==> src/rtl/riscv_pkg.sv <==
// Shared front-end definitions: fetch FSM states, next-PC selectors,
// reset address and the base opcodes the decoder also uses.
package riscv_pkg;

  localparam int INSTR_BYTES = 4;
  localparam logic [31:0] RESET_PC_DEFAULT = 32'h0000_0000;

  typedef enum logic [1:0] {
    IDLE = 2'd0,
    REQ  = 2'd1,
    WAIT = 2'd2,
    HOLD = 2'd3
  } fetch_state_t;

  typedef enum logic [1:0] {
    PC_HOLD   = 2'd0,
    PC_INC    = 2'd1,
    PC_BRANCH = 2'd2
  } pc_sel_t;

  localparam logic [6:0] OPC_LUI    = 7'b0110111;
  localparam logic [6:0] OPC_AUIPC  = 7'b0010111;
  localparam logic [6:0] OPC_JAL    = 7'b1101111;
  localparam logic [6:0] OPC_JALR   = 7'b1100111;
  localparam logic [6:0] OPC_BRANCH = 7'b1100011;
  localparam logic [6:0] OPC_LOAD   = 7'b0000011;
  localparam logic [6:0] OPC_STORE  = 7'b0100011;
  localparam logic [6:0] OPC_OP_IMM = 7'b0010011;
  localparam logic [6:0] OPC_OP     = 7'b0110011;

endpackage

==> src/rtl/fetch_pc_gen.sv <==
// Next-PC selection for the fetch sequencer: hold, advance past the
// granted request, or take a word-aligned redirect target.
module fetch_pc_gen
  import riscv_pkg::*;
#(
  parameter int A_WIDTH = 32
) (
  input  logic [1:0]         pc_sel_i,
  input  logic [A_WIDTH-1:0] pc_i,
  input  logic [A_WIDTH-1:0] pc_req_i,
  input  logic [A_WIDTH-1:0] target_i,
  output logic [A_WIDTH-1:0] pc_next_o
);

  localparam logic [A_WIDTH-1:0] STEP       = A_WIDTH'(INSTR_BYTES);
  localparam logic [A_WIDTH-1:0] ALIGN_MASK = ~(A_WIDTH'(INSTR_BYTES - 1));

  // Sequential advance is from the PC of the fetched word, wrapping naturally.
  always_comb begin
    pc_next_o = pc_i;
    case (pc_sel_t'(pc_sel_i))
      PC_HOLD:   pc_next_o = pc_i;
      PC_INC:    pc_next_o = pc_req_i + STEP;
      PC_BRANCH: pc_next_o = target_i & ALIGN_MASK;
      default:   pc_next_o = pc_i;
    endcase
  end

endmodule

==> src/rtl/fetch_ctrl.sv <==
// Instruction-fetch sequencer: one outstanding imem request, single-word
// buffer toward decode, branch redirects with wrong-path response dropping.
module fetch_ctrl
  import riscv_pkg::*;
#(
  parameter int                 I_WIDTH  = 32,
  parameter int                 A_WIDTH  = 32,
  parameter logic [A_WIDTH-1:0] RESET_PC = A_WIDTH'(RESET_PC_DEFAULT)
) (
  input  logic               clk,
  input  logic               rst_n,
  output logic               imem_req,
  output logic [A_WIDTH-1:0] imem_addr,
  input  logic               imem_gnt,
  input  logic               imem_rvalid,
  input  logic [I_WIDTH-1:0] imem_rdata,
  input  logic               dec_ready,
  input  logic               stall,
  input  logic               branch_valid,
  input  logic [A_WIDTH-1:0] branch_target,
  output logic               load_instr,
  output logic [I_WIDTH-1:0] instr_out,
  output logic [A_WIDTH-1:0] pc_out,
  output logic               busy,
  output logic [1:0]         dbg_state
);

  // Handshakes: a request transfers in the cycle imem_req && imem_gnt; a
  // response is taken only in WAIT when imem_rvalid=1; decode takes a word
  // in the cycle load_instr=1, which requires dec_ready=1 and stall=0.

  fetch_state_t       state_q, state_d;
  logic [A_WIDTH-1:0] pc_q, pc_d;
  logic [A_WIDTH-1:0] pc_req_q;
  logic [A_WIDTH-1:0] pc_buf_q;
  logic [I_WIDTH-1:0] instr_buf_q;
  logic               drop_q, drop_d;
  logic               latch_req;
  logic               capture;
  pc_sel_t            pc_sel;

  fetch_pc_gen #(
    .A_WIDTH (A_WIDTH)
  ) u_pc_gen (
    .pc_sel_i  (pc_sel),
    .pc_i      (pc_q),
    .pc_req_i  (pc_req_q),
    .target_i  (branch_target),
    .pc_next_o (pc_d)
  );

  always_comb begin
    state_d    = state_q;
    drop_d     = drop_q;
    pc_sel     = PC_HOLD;
    latch_req  = 1'b0;
    capture    = 1'b0;
    imem_req   = 1'b0;
    busy       = 1'b0;
    load_instr = 1'b0;
    case (state_q)
      IDLE: begin
        if (branch_valid) pc_sel = PC_BRANCH;
        state_d = REQ;
      end
      REQ: begin
        imem_req = 1'b1;
        if (imem_gnt) begin
          latch_req = 1'b1;
          state_d   = WAIT;
        end
        // A grant racing a redirect is for the old path: mark it for drop.
        if (branch_valid) begin
          pc_sel = PC_BRANCH;
          if (imem_gnt) drop_d = 1'b1;
        end
      end
      WAIT: begin
        busy = 1'b1;
        if (branch_valid) begin
          pc_sel = PC_BRANCH;
          if (imem_rvalid) begin
            drop_d  = 1'b0;
            state_d = REQ;
          end else begin
            drop_d = 1'b1;
          end
        end else if (imem_rvalid) begin
          if (drop_q) begin
            drop_d  = 1'b0;
            state_d = REQ;
          end else begin
            capture = 1'b1;
            pc_sel  = PC_INC;
            state_d = HOLD;
          end
        end
      end
      HOLD: begin
        if (branch_valid) begin
          pc_sel  = PC_BRANCH;
          state_d = REQ;
        end else if (dec_ready && !stall) begin
          load_instr = 1'b1;
          state_d    = REQ;
        end
      end
      default: state_d = IDLE;
    endcase
  end

  always_ff @(posedge clk or negedge rst_n) begin
    if (!rst_n) begin
      state_q     <= IDLE;
      pc_q        <= RESET_PC;
      pc_req_q    <= '0;
      drop_q      <= 1'b0;
      instr_buf_q <= '0;
      pc_buf_q    <= '0;
    end else begin
      state_q <= state_d;
      pc_q    <= pc_d;
      drop_q  <= drop_d;
      if (latch_req) pc_req_q <= pc_q;
      if (capture) begin
        instr_buf_q <= imem_rdata;
        pc_buf_q    <= pc_req_q;
      end
    end
  end

  // The buffer registers drive decode directly, so they only change on capture.
  assign instr_out = instr_buf_q;
  assign pc_out    = pc_buf_q;
  assign imem_addr = (state_q == REQ) ? pc_q : '0;
  assign dbg_state = state_q;

endmodule
==> config.mk <==
export PLATFORM = sky130hd
export DESIGN_NAME = fetch_ctrl
export DESIGN_NICKNAME = d
export VERILOG_FILES = /design/src/rtl/riscv_pkg.sv /design/src/rtl/fetch_pc_gen.sv /design/src/rtl/fetch_ctrl.sv
export SDC_FILE = /design/constraint.sdc
export NUM_CORES = 1
export LEC_CHECK = 0
export ABC_AREA = 0
export BUFFER_PORTS_ARGS = -buffer_cell sky130_fd_sc_hd__buf_2
export CAP_MARGIN = 20
export CORE_UTILIZATION = 45
export CTS_BUF_LIST = sky130_fd_sc_hd__clkbuf_16
export DETAILED_ROUTE_END_ITERATION = 6
export PLACE_DENSITY = 0.68
export SLEW_MARGIN = 20
export SYNTH_ARGS = -nofsm -noshare
export SYNTH_HDL_FRONTEND = slang
export SYNTH_SLANG_ARGS = --single-unit
export TNS_END_PERCENT = 20
==> constraint.sdc <==
create_clock -name clk -period 3.14 [get_ports clk]
set_input_delay 0.785 -clock clk [delete_from_list [all_inputs] [get_ports clk]]
set_output_delay 0.785 -clock clk [all_outputs]
set_load 0.01 [all_outputs]
# Word-level counts from Yosys, hierarchy flattened
# Cells that the tools add are included.
# Widths: inputs -> output; s select.
dict set report op_classes {
  n_mux 32
  add_sub_neg 1
  n_eq_ne 10
  n_reduce_logical 8
}
# cell count
set ops {}
lappend ops {{$pmux 32 s2} 1}
lappend ops {{$add 32x3->32 const B} 1}
lappend ops {{$mux 32} 1}
lappend ops {{$mux 1} 18}
lappend ops {{$mux 2} 9}
lappend ops {{$pmux 2 s4} 1}
lappend ops {{$eq 2x2->1 const B} 3}
lappend ops {{$ne 2x2->1 const B} 3}
lappend ops {{$ne 3x3->1 const B} 2}
lappend ops {{$eq 2x1->1 const B} 2}
lappend ops {{$pmux 2 s2} 1}
lappend ops {{$reduce_and 4->1} 1}
lappend ops {{$reduce_bool 2->1} 2}
lappend ops {{$reduce_and 3->1} 1}
lappend ops {{$reduce_or 3->1} 1}
lappend ops {{$logic_not 2->1} 1}
lappend ops {{$pmux 1 s2} 1}
lappend ops {{$logic_and 1x1->1} 1}
lappend ops {{$logic_not 1->1} 1}
dict set report totals {
  reg_bits 131
}

# Logic depth before layout (Yosys ltp)
# Gate-level depths: netlist of the first run.
dict set report depth {
  word_depth 6
  depth_mapped 12
  mapped_depth_nobuf 9
}

# By module
# From an unflattened synthesis of the first run, not the netlist that was laid out.
dict set report unflattened {
  cells_unflattened 478
  area_unflattened_um2 6073.3
}
# mod cells_per_inst area_per_inst_um2 instances seq_area_each_um2
set by_module_without_submodules {}
lappend by_module_without_submodules {fetch_ctrl 298 4863.4 1 3278.1}
lappend by_module_without_submodules {fetch_pc_gen 180 1209.9 1 0.0}

# Worst setup path after synthesis of the first run
# Ideal clock, no wire load.
dict set report synth_timing {
  path_kind {reg-to-reg}
  start {reg state_q[0], in the netlist dbg_state[0]}
  end {reg pc_q[21]}
  arrival_ps 2615
  setup_slack_ps 381
  setup_time_ps 144
  path_stages_with_launch 12
  path_buffers 4
  synth_period_minus_slack_ps 2759
  required_ps 2996
  path_cell_list {dfrtp_1 -> inv_1 -> ha_1 -> nor3b_1 -> and2_1 -> buf_2 -> buf_2 -> inv_1 -> ha_1 -> clkbuf_1 -> clkbuf_1 -> o221ai_1}
}
dict set report synth_between {
  elab_chain_len 5
  elab_cells_between_ends 10
  classes_between {eq/ne: 5; mux: 2; reduce/logical: 3}
}
# element line
set synth_lines {}
lappend synth_lines {{start: declaration} fetch_ctrl.sv:32} ;# fetch_state_t state_q, state_d;
lappend synth_lines {{start signal: assignment} fetch_ctrl.sv:121} ;# state_q <= state_d;
lappend synth_lines {{$eq 2x1->1, or another cell as far along} fetch_ctrl.sv:61} ;# case (state_q)
lappend synth_lines {{$reduce_or 3->1 (no line)} --}
lappend synth_lines {{$pmux 2 s2 (*)} fetch_ctrl.sv:61}
lappend synth_lines {{$eq 2x2->1 / $eq 2x1->1 (equally long branches)} fetch_pc_gen.sv:21} ;# case (pc_sel_t'(pc_sel_i))
lappend synth_lines {{$pmux 32 s2 / $reduce_bool 2->1 (equally long branches)} --}
lappend synth_lines {{end signal: assignment} fetch_ctrl.sv:122} ;# pc_q <= pc_d;
lappend synth_lines {{end: declaration} fetch_ctrl.sv:33} ;# logic [A_WIDTH-1:0] pc_q, pc_d;
# Mark *: on every way between the ends. The rest lies on a longest branch, timed or not.
# A chain may end at the register's enable or synchronous reset.

# Worst setup path in the final report of the first run
dict set report layout_timing {
  start {reg state_q[1], in the netlist dbg_state[1]}
  end {out imem_addr[2]}
}
dict set report layout_between {
  elab_chain_len 2
}
# element line
set layout_lines {}
lappend layout_lines {{$eq 2x1->1} fetch_ctrl.sv:135} ;# assign imem_addr = (state_q == REQ) ? pc_q : '0;
lappend layout_lines {{$mux 32} fetch_ctrl.sv:135}
lappend layout_lines {{end: declaration} fetch_ctrl.sv:13} ;# output logic [A_WIDTH-1:0] imem_addr,
# No other way between the ends.

==> metrics.yaml, run 1 <==
synth:
  ys_types: 41
  synth_compound_area_frac: 0.0560
  syn_area_mm2: 0.00605
  yosys-top-cells-count: "131 x dfrtp_1, 95 x mux2_2, 52 x nand2_1"
  ys_seq_area_frac: 0.542
  synthMuxAreaShare: 0.192
  ys.flop_type: "dfrtp_1"
  synth_top_family_by_area: "multiplexers"
  synth_most_common_cell: "dfrtp_1"
  synthCells: 506
  post-synth-top-area-fraction: 0.542
  synth_fp_nets: 583
  post_synth.cell_area_avg_um2: 12.0
  synth_seq_cells: 131
  ys_async_sr_fraction: 1.00
  synth_warnings: 0
  synth-xor-area-share: 0.0347
  yosys.area_share.simple: 0.133
  synth_edf_count: 0
  synth_top_area_cell: "dfrtp_1"
  yosys.area_share.adder: 0.0124
  synth.area.top_cells: "dfrtp_1 54%, mux2_2 18%, and2_1 3.4%, nand2_1 3.2%, xor2_1 2.3%"
clock_tree:
  clock_latency_ns: 0.42
  clkSinkCount: 131
  path_clk_slew_ns: 0.05
  cts_buffers: 17
  cts_root_buf: "clkbuf_16"
  htree_levels: 4
  cts_tree: "built"
  cts_hold_buf: 0
  cts_resized: 0
  clock_path_buffers: 2
  cts_setup_buffers: 0
status:
  status: "finished clean"
pwr:
  powerDensity_mw_per_mm2: 848
  leakage_nw: 3.90
  ir_worst_vdd_uv: 478
grt:
  antenna_found_initial: 0
  grt_overflow: 0
  grt_pass1_vias: 4714
  grt_first_pass_wirelength_mm: 23.8
  grt_use_total: 0.219
  grt_max_degree: 69
die:
  num_io_pins: 172
  core_mm2: 0.0129
  dieArea_mm2: 0.0139
  die_h_um: 118
  die_w_um: 118
  initial_core_util: 0.470
  rows: 41
place:
  routabilityCongestion: 0.781
  port-buffer-count: 169
  place_hpwl_mm: 9.65
  placed_area_mm2: 0.00708
run:
  cap_viol_max_count: 0
route:
  wl_mm: 14.4
  routed-via-count: 4513
  drcViolationCount: 0
  drtPass1Iterations: 5
  drt_iter0_drc: 272
  post_drt_wl_per_cell_um: 16.8
  drtAntennaViolNets: 0
  vias_per_cell: 5.27
worst_setup_path:
  crit_path_start_kind: "flip-flop"
  cp.required_ns: 2.35
  cp_max_fo: 21
  crit_arrival_ns: 1.71
  worstSetupPathType: "reg -> out"
  setup.worst_path.end_class: "primary output"
finish:
  final_nets: 748
  nFillCells: 1101
  final_area_mm2: 0.00763
  drive_gt1_frac: 0.450
  areaGrowthSynthToFinish_pct: 26.2
  antenna_cells: 0
timing:
  fin_skew_ns: 0.00821
  fin_crit_sh: 0.795
  tns_ns: 0
  drv_slew: 0
  rsz0062_at_grt: "false"
  slew_headroom: 0.445
  fmax_mhz: 400
  setup_viol: 0
  final.min_clock_period_ns: 2.50
  hold_viol: 0
  worstMarginPinSlew_ns: 0.826
min_path:
  hold_class: "in -> async"
cells in the final DEF (no fill, tap or decap), drive strengths merged, types with 7 or more instances in the layout:
cell type / netlist / final
o221ai: 11 / 11
mux2i: 9 / 9
and2: 33 / 33
xor2: 16 / 16
mux2: 95 / 95
nor2: 9 / 9
buf: 15 / 178
nand3: 17 / 17
inv: 10 / 13
clkinv: 0 / 7
dfrtp: 131 / 131
a21oi: 8 / 8
nand2: 52 / 52
xnor2: 8 / 8
o21ai: 18 / 18
clkbuf: 17 / 17
nand4: 11 / 11
per-layer routing:
layer	GRT usage	part of all wire
met4	0.102	0.022
met3	0.0518	0.051
met2	0.363	0.51
met5	0	0
met1	0.271	0.42
final timing paths:
kind | end | slack, ns | from | depth (start not counted)
min reg2reg | pc_out[12] | 0.50 | pc_out[12] | 1
min | pc_out[10] | 0.38 | rst_n | 1
max in group asynchronous | instr_out[8] | 2.06 | rst_n | 2
min in group clk | pc_out[12] | 0.50 | pc_out[12] | 1
max | imem_addr[2] | 0.64 | dbg_state[1] | 5
max reg2reg | pc_q[29] | 0.65 | dbg_state[0] | 8
final cells by class:
cell class | count | area (um^2) | area share
clock buffers | 17 | 425 | 0.0557
clock inverters | 15 | 126 | 0.0166
repair buffers | 178 | 957 | 0.125
well taps | 172 | 215 | 0.0282
multi-input cells | 333 | 2590 | 0.340
inverters | 10 | 37.5 | 0.00492
flip-flops and latches | 131 | 3280 | 0.429
state kept, by name, indices dropped and copies added, names as in the netlist:
name and flops:
instr_out 32, pc_q 32, drop_q 1, pc_out 32, pc_req_q 32, dbg_state 2
cell families (layout without fill, tap and decap cells):
family	count (synthesis)	after routing
AND/OR/NAND/NOR	149	149
flip-flops	131	131
multiplexers	104	104
AO/OA/AOI/OAI	50	50
buffers and inverters	42	220
XOR/XNOR	24	24
adder cells (fa/ha/maj)	6	6
report_power, final:
| group | switching (mW) | total (mW) | internal [mW] |
|---|---|---|---|
| clock | 0.707 | 1.85 | 1.14 |
| combinational | 0.927 | 1.90 | 0.972 |
| sequential | 0.506 | 2.73 | 2.22 |
| total | 2.14 | 6.48 | 4.34 |
critical path, cell delays in order, from the launching register on:
cell and delay (ns):
dfrtp_1 0.42, inv_1 0.13, ha_1 0.18, buf_4 0.24, and2_1 0.19, buf_2 0.14
per-stage QoR:
step	setup WS (ns)	hold slack [ns]	total power, mW	util	instances
finish	0.643	0.378	6.48	0.593	856
global route	0.469	0.423	6.85	0.593	856
CTS	0.630	0.402	6.54	0.593	856
detailed placement	0.395	0.489	4.67	0.550	824
global placement	0.459	0.482	4.58	0.550	824
floorplan	0.381	0.459	3.85	-	506
Power figures use the tool's default switching activity.
==> run 2: changes to the inputs <==
ABC_AREA = 1   (was 0)
PLACE_DENSITY = 0.7   (was 0.68)
clock period = 2.2 ns   (was 3.14 ns; I/O delays follow)
==> run 2 against run 1 <==
Net effect:
- the flow now finishes with violations (design-rule violations)
- sequential power is 51% higher
- cell area is 5.8% higher
- clock skew is 0.0047 ns higher
- setup slack worse by 0.53 ns
- first-iteration DRC count is 34% higher
- synthesized cell count is 46% higher
- core utilization is 0.86 points lower
- flip-flop and latch count stayed put
- wire length is 12% higher
- critical path type unchanged
- largest cell class unchanged
==> metrics.yaml, run 2 <==
grt:
  use_met3: 0.0587  # was 0.0518
  antenna_found_initial: 0  # unchanged
  grt_overflow: 0  # unchanged
  met1_usage: 0.297  # was 0.271
  grtUsageMet2: 0.354  # was 0.363
  grt_pass1_vias: 5069  # was 4714
  grt_use_total: 0.228  # was 0.219
  grt_max_degree: 92  # was 69
  top_usage_layer: "met2"  # unchanged
  grt_first_pass_wirelength_mm: 25.4  # was 23.8 mm
finish:
  final_cell_mix: "203 x nand2_1, 168 x buf_2, 130 x dfrtp_1, 86 x inv_1, 70 x nor2_1"  # was 168 x buf_2, 131 x dfrtp_1, 95 x mux2_2, 52 x nand2_1, 32 x and2_1
  final_common_cell: "nand2_1"  # was buf_2
  nFillCells: 1264  # was 1101
  fin_cells: 1103  # was 856
  areaGrowthSynthToFinish_pct: 27.1  # was 26.2%
  antenna_cells: 0  # unchanged
  drive_gt1_frac: 0.315  # was 0.450
  final_nets: 987  # was 748
timing:
  rsz0062_at_grt: "false"  # unchanged
  tns_ns: 0  # unchanged
  fin_crit_sh: 0.948
  fin_skew_ns: 0.0129  # was 0.00821 ns
  fmax_mhz: 479
  hold_viol: 0  # unchanged
  slew_headroom: 0.745  # was 0.445
  worstMarginPinSlew_ns: 0.382  # was 0.826 ns
  final.min_clock_period_ns: 2.09
  whs_ns: 0.0427  # was 0.378 ns
  setup_ws_ns: 0.114  # was 0.643 ns
  setup_viol: 0  # unchanged
  drv_slew: 0  # unchanged
clock_tree:
  htree_levels: 4  # unchanged
  cts_root_buf: "clkbuf_16"  # unchanged
  clock_latency_ns: 0.42  # about the same
  cts_buffers: 17  # unchanged
  clkSinkCount: 131  # unchanged
  path_clk_slew_ns: 0.06  # was 0.05 ns
  cts_tree: "built"  # unchanged
  clock_path_buffers: 2  # unchanged
worst_setup_path:
  crit_arrival_ns: 1.54  # was 1.71 ns
  reg2regPathDepth: 8  # unchanged
  cp.required_ns: 1.65  # was 2.35 ns
  slowest_stage: "dfrtp_1"  # unchanged
  max_stage_delay_ns: 0.40  # was 0.42 ns
  worstSetupPathType: "reg -> out"  # unchanged
  crit_chain: "inv_2 > ha_4 > buf_12 > nand2_1 > inv_1 > buf_2"  # was inv_1 > ha_1 > buf_4 > and2_1 > buf_2
  cp_max_fo: 17  # was 21
  setup.worst_path.end_class: "primary output"  # unchanged
  crit_path_start_kind: "flip-flop"  # unchanged
route:
  vias_per_cell: 4.91  # was 5.27
  routed-via-count: 5412  # was 4513
  post_drt_wl_per_cell_um: 14.5  # was 16.8 um
  drt_iter0_drc: 364  # was 272
  drcViolationCount: 2  # was 0
  wl_mm: 16.0  # was 14.4 mm
  drtPass1Iterations: 7  # was 5
  drtAntennaViolNets: 0  # unchanged
synth:
  yosys-top-cells-count: "203 x nand2_1, 131 x dfrtp_1, 85 x inv_1"  # was 131 x dfrtp_1, 95 x mux2_2, 52 x nand2_1
  syn_area_mm2: 0.00636  # was 0.00605 mm^2
  synth_fp_nets: 814  # was 583
  ys_types: 25  # was 41
  synth_top_area_cell: "dfrtp_1"  # unchanged
  post_synth.cell_area_avg_um2: 8.63  # was 12.0 um^2
  ys_seq_area_frac: 0.516  # was 0.542
  ys.flop_type: "dfrtp_1"  # unchanged
  synth_warnings: 0  # unchanged
  post-synth-top-area-fraction: 0.516  # was 0.542
  synthCells: 737  # was 506
  synth_seq_cells: 131  # unchanged
  synth_most_common_cell: "nand2_1"  # was dfrtp_1
  synth_edf_count: 0  # unchanged
  synth.area.top_cells: "dfrtp_1 52%, nand2_1 12%, mux2_2 10%, inv_1 5.0%, nor2_1 4.1%"  # was dfrtp_1 54%, mux2_2 18%, and2_1 3.4%, nand2_1 3.2%, xor2_1 2.3%
  ys_async_sr_fraction: 1.00  # unchanged
die:
  num_io_pins: 172  # unchanged
  die_w_um: 121  # was 118 um
  dieArea_mm2: 0.0146  # was 0.0139 mm^2
  initial_core_util: 0.460  # was 0.470
  core_mm2: 0.0138  # was 0.0129 mm^2
  rows: 43  # was 41
  die_h_um: 121  # was 118 um
pwr:
  power.total_mw: 10.6  # was 6.48 mW
  powerDensity_mw_per_mm2: 1310  # was 848 mW/mm^2
  ir_worst_vdd_uv: 600  # was 478 uV
  leakage_nw: 4.40  # was 3.90 nW
place:
  routabilityCongestion: 0.911  # was 0.781
  placed_cells: 1069  # was 824
  place_hpwl_mm: 11.4  # was 9.65 mm
  port-buffer-count: 169  # unchanged
  post-place-ws_ns: 0.169  # was 0.395 ns
status:
  violations: "design-rule violations"
  status: "finished with violations"  # was finished clean
min_path:
  hold_class: "in -> async"  # unchanged
run:
  cap_viol_max_count: 0  # unchanged
run 2: cell count changes after synthesis, sizes merged, moves of 21 or more:
cell / previous run / this run
nand2: 52 / 208
inv: 10 / 86
nor2: 9 / 79
mux2: 95 / 58
o21ai: 18 / 51
and2: 33 / 1
nand3: 17 / 42
a21oi: 8 / 29
run 2: worst paths after layout:
kind | start | end | slack, ns
worst min-delay path | rst_n | instr_out[13] | 0.04
max in group asynchronous | rst_n | drop_q | 1.49
worst min register to register | pc_out[16] | pc_out[16] | 0.48
worst max register to register | dbg_state[0] | pc_q[29] | 0.28
worst max-delay path | dbg_state[1] | imem_addr[11] | 0.11
min in group clk | imem_rdata[0] | instr_out[0] | 0.37
run 2: cell families (layout without fill, tap and decap cells):
logic type | Yosys count | count (layout) | synth area share
compound gates | 91 | 91 | 0.0764
simple gates | 330 | 330 | 0.215
fa+ha+maj | 6 | 6 | 0.0118
mux | 58 | 58 | 0.103
buf+inv | 117 | 303 | 0.0726
xor+xnor | 4 | 4 | 0.00551
flops | 131 | 131 | 0.516
run 2: cell type report:
type / instances / area [um^2] / area share
Sequential cell: 131 / 3280 / 0.406
Clock buffer: 17 / 425 / 0.0527
Tap cell: 180 / 225 / 0.0279
Multi-Input combinational cell: 489 / 2640 / 0.327
Clock inverter: 15 / 119 / 0.0147
Timing Repair Buffer: 185 / 1060 / 0.132
Inverter: 86 / 323 / 0.0400
run 2: repair_timing:
item,CTS,global route
setup buffers,1,0
setup endpoints to repair,31,14
hold buffers,0,0
cloned,1,0
gates resized for setup,4,1
run 2: through the flow:
| stage | util | instance area [um^2] |
|---|---|---|
| floorplan | - | 6360 |
| detailed placement | 0.541 | 7480 |
| global placement | 0.541 | 7480 |
| global route | 0.584 | 8080 |
| finish | 0.584 | 8080 |
| CTS | 0.585 | 8080 |
run 2: critical path, delay by kind of cell, from the launching register on:
kind                     cells  cell delay (ns)
adder cells (fa/ha/maj)      1             0.20
AND/OR/NAND/NOR              1             0.06
flip-flops                   1             0.40
buffers and inverters        4             0.47
run 2: layer usage:
layer	wire, um	vias up
met5	0	-
met4	347	0
met3	1210	23
met2	7330	193
met1	7140	2497
li1	-	2699
run 2: report_power, final:
part | internal (mW) | total, mW | switching (mW)
combinational | 1.69 | 3.85 | 2.17
sequential | 3.38 | 4.13 | 0.755
clock | 1.54 | 2.59 | 1.06
total | 6.60 | 10.6 | 3.98
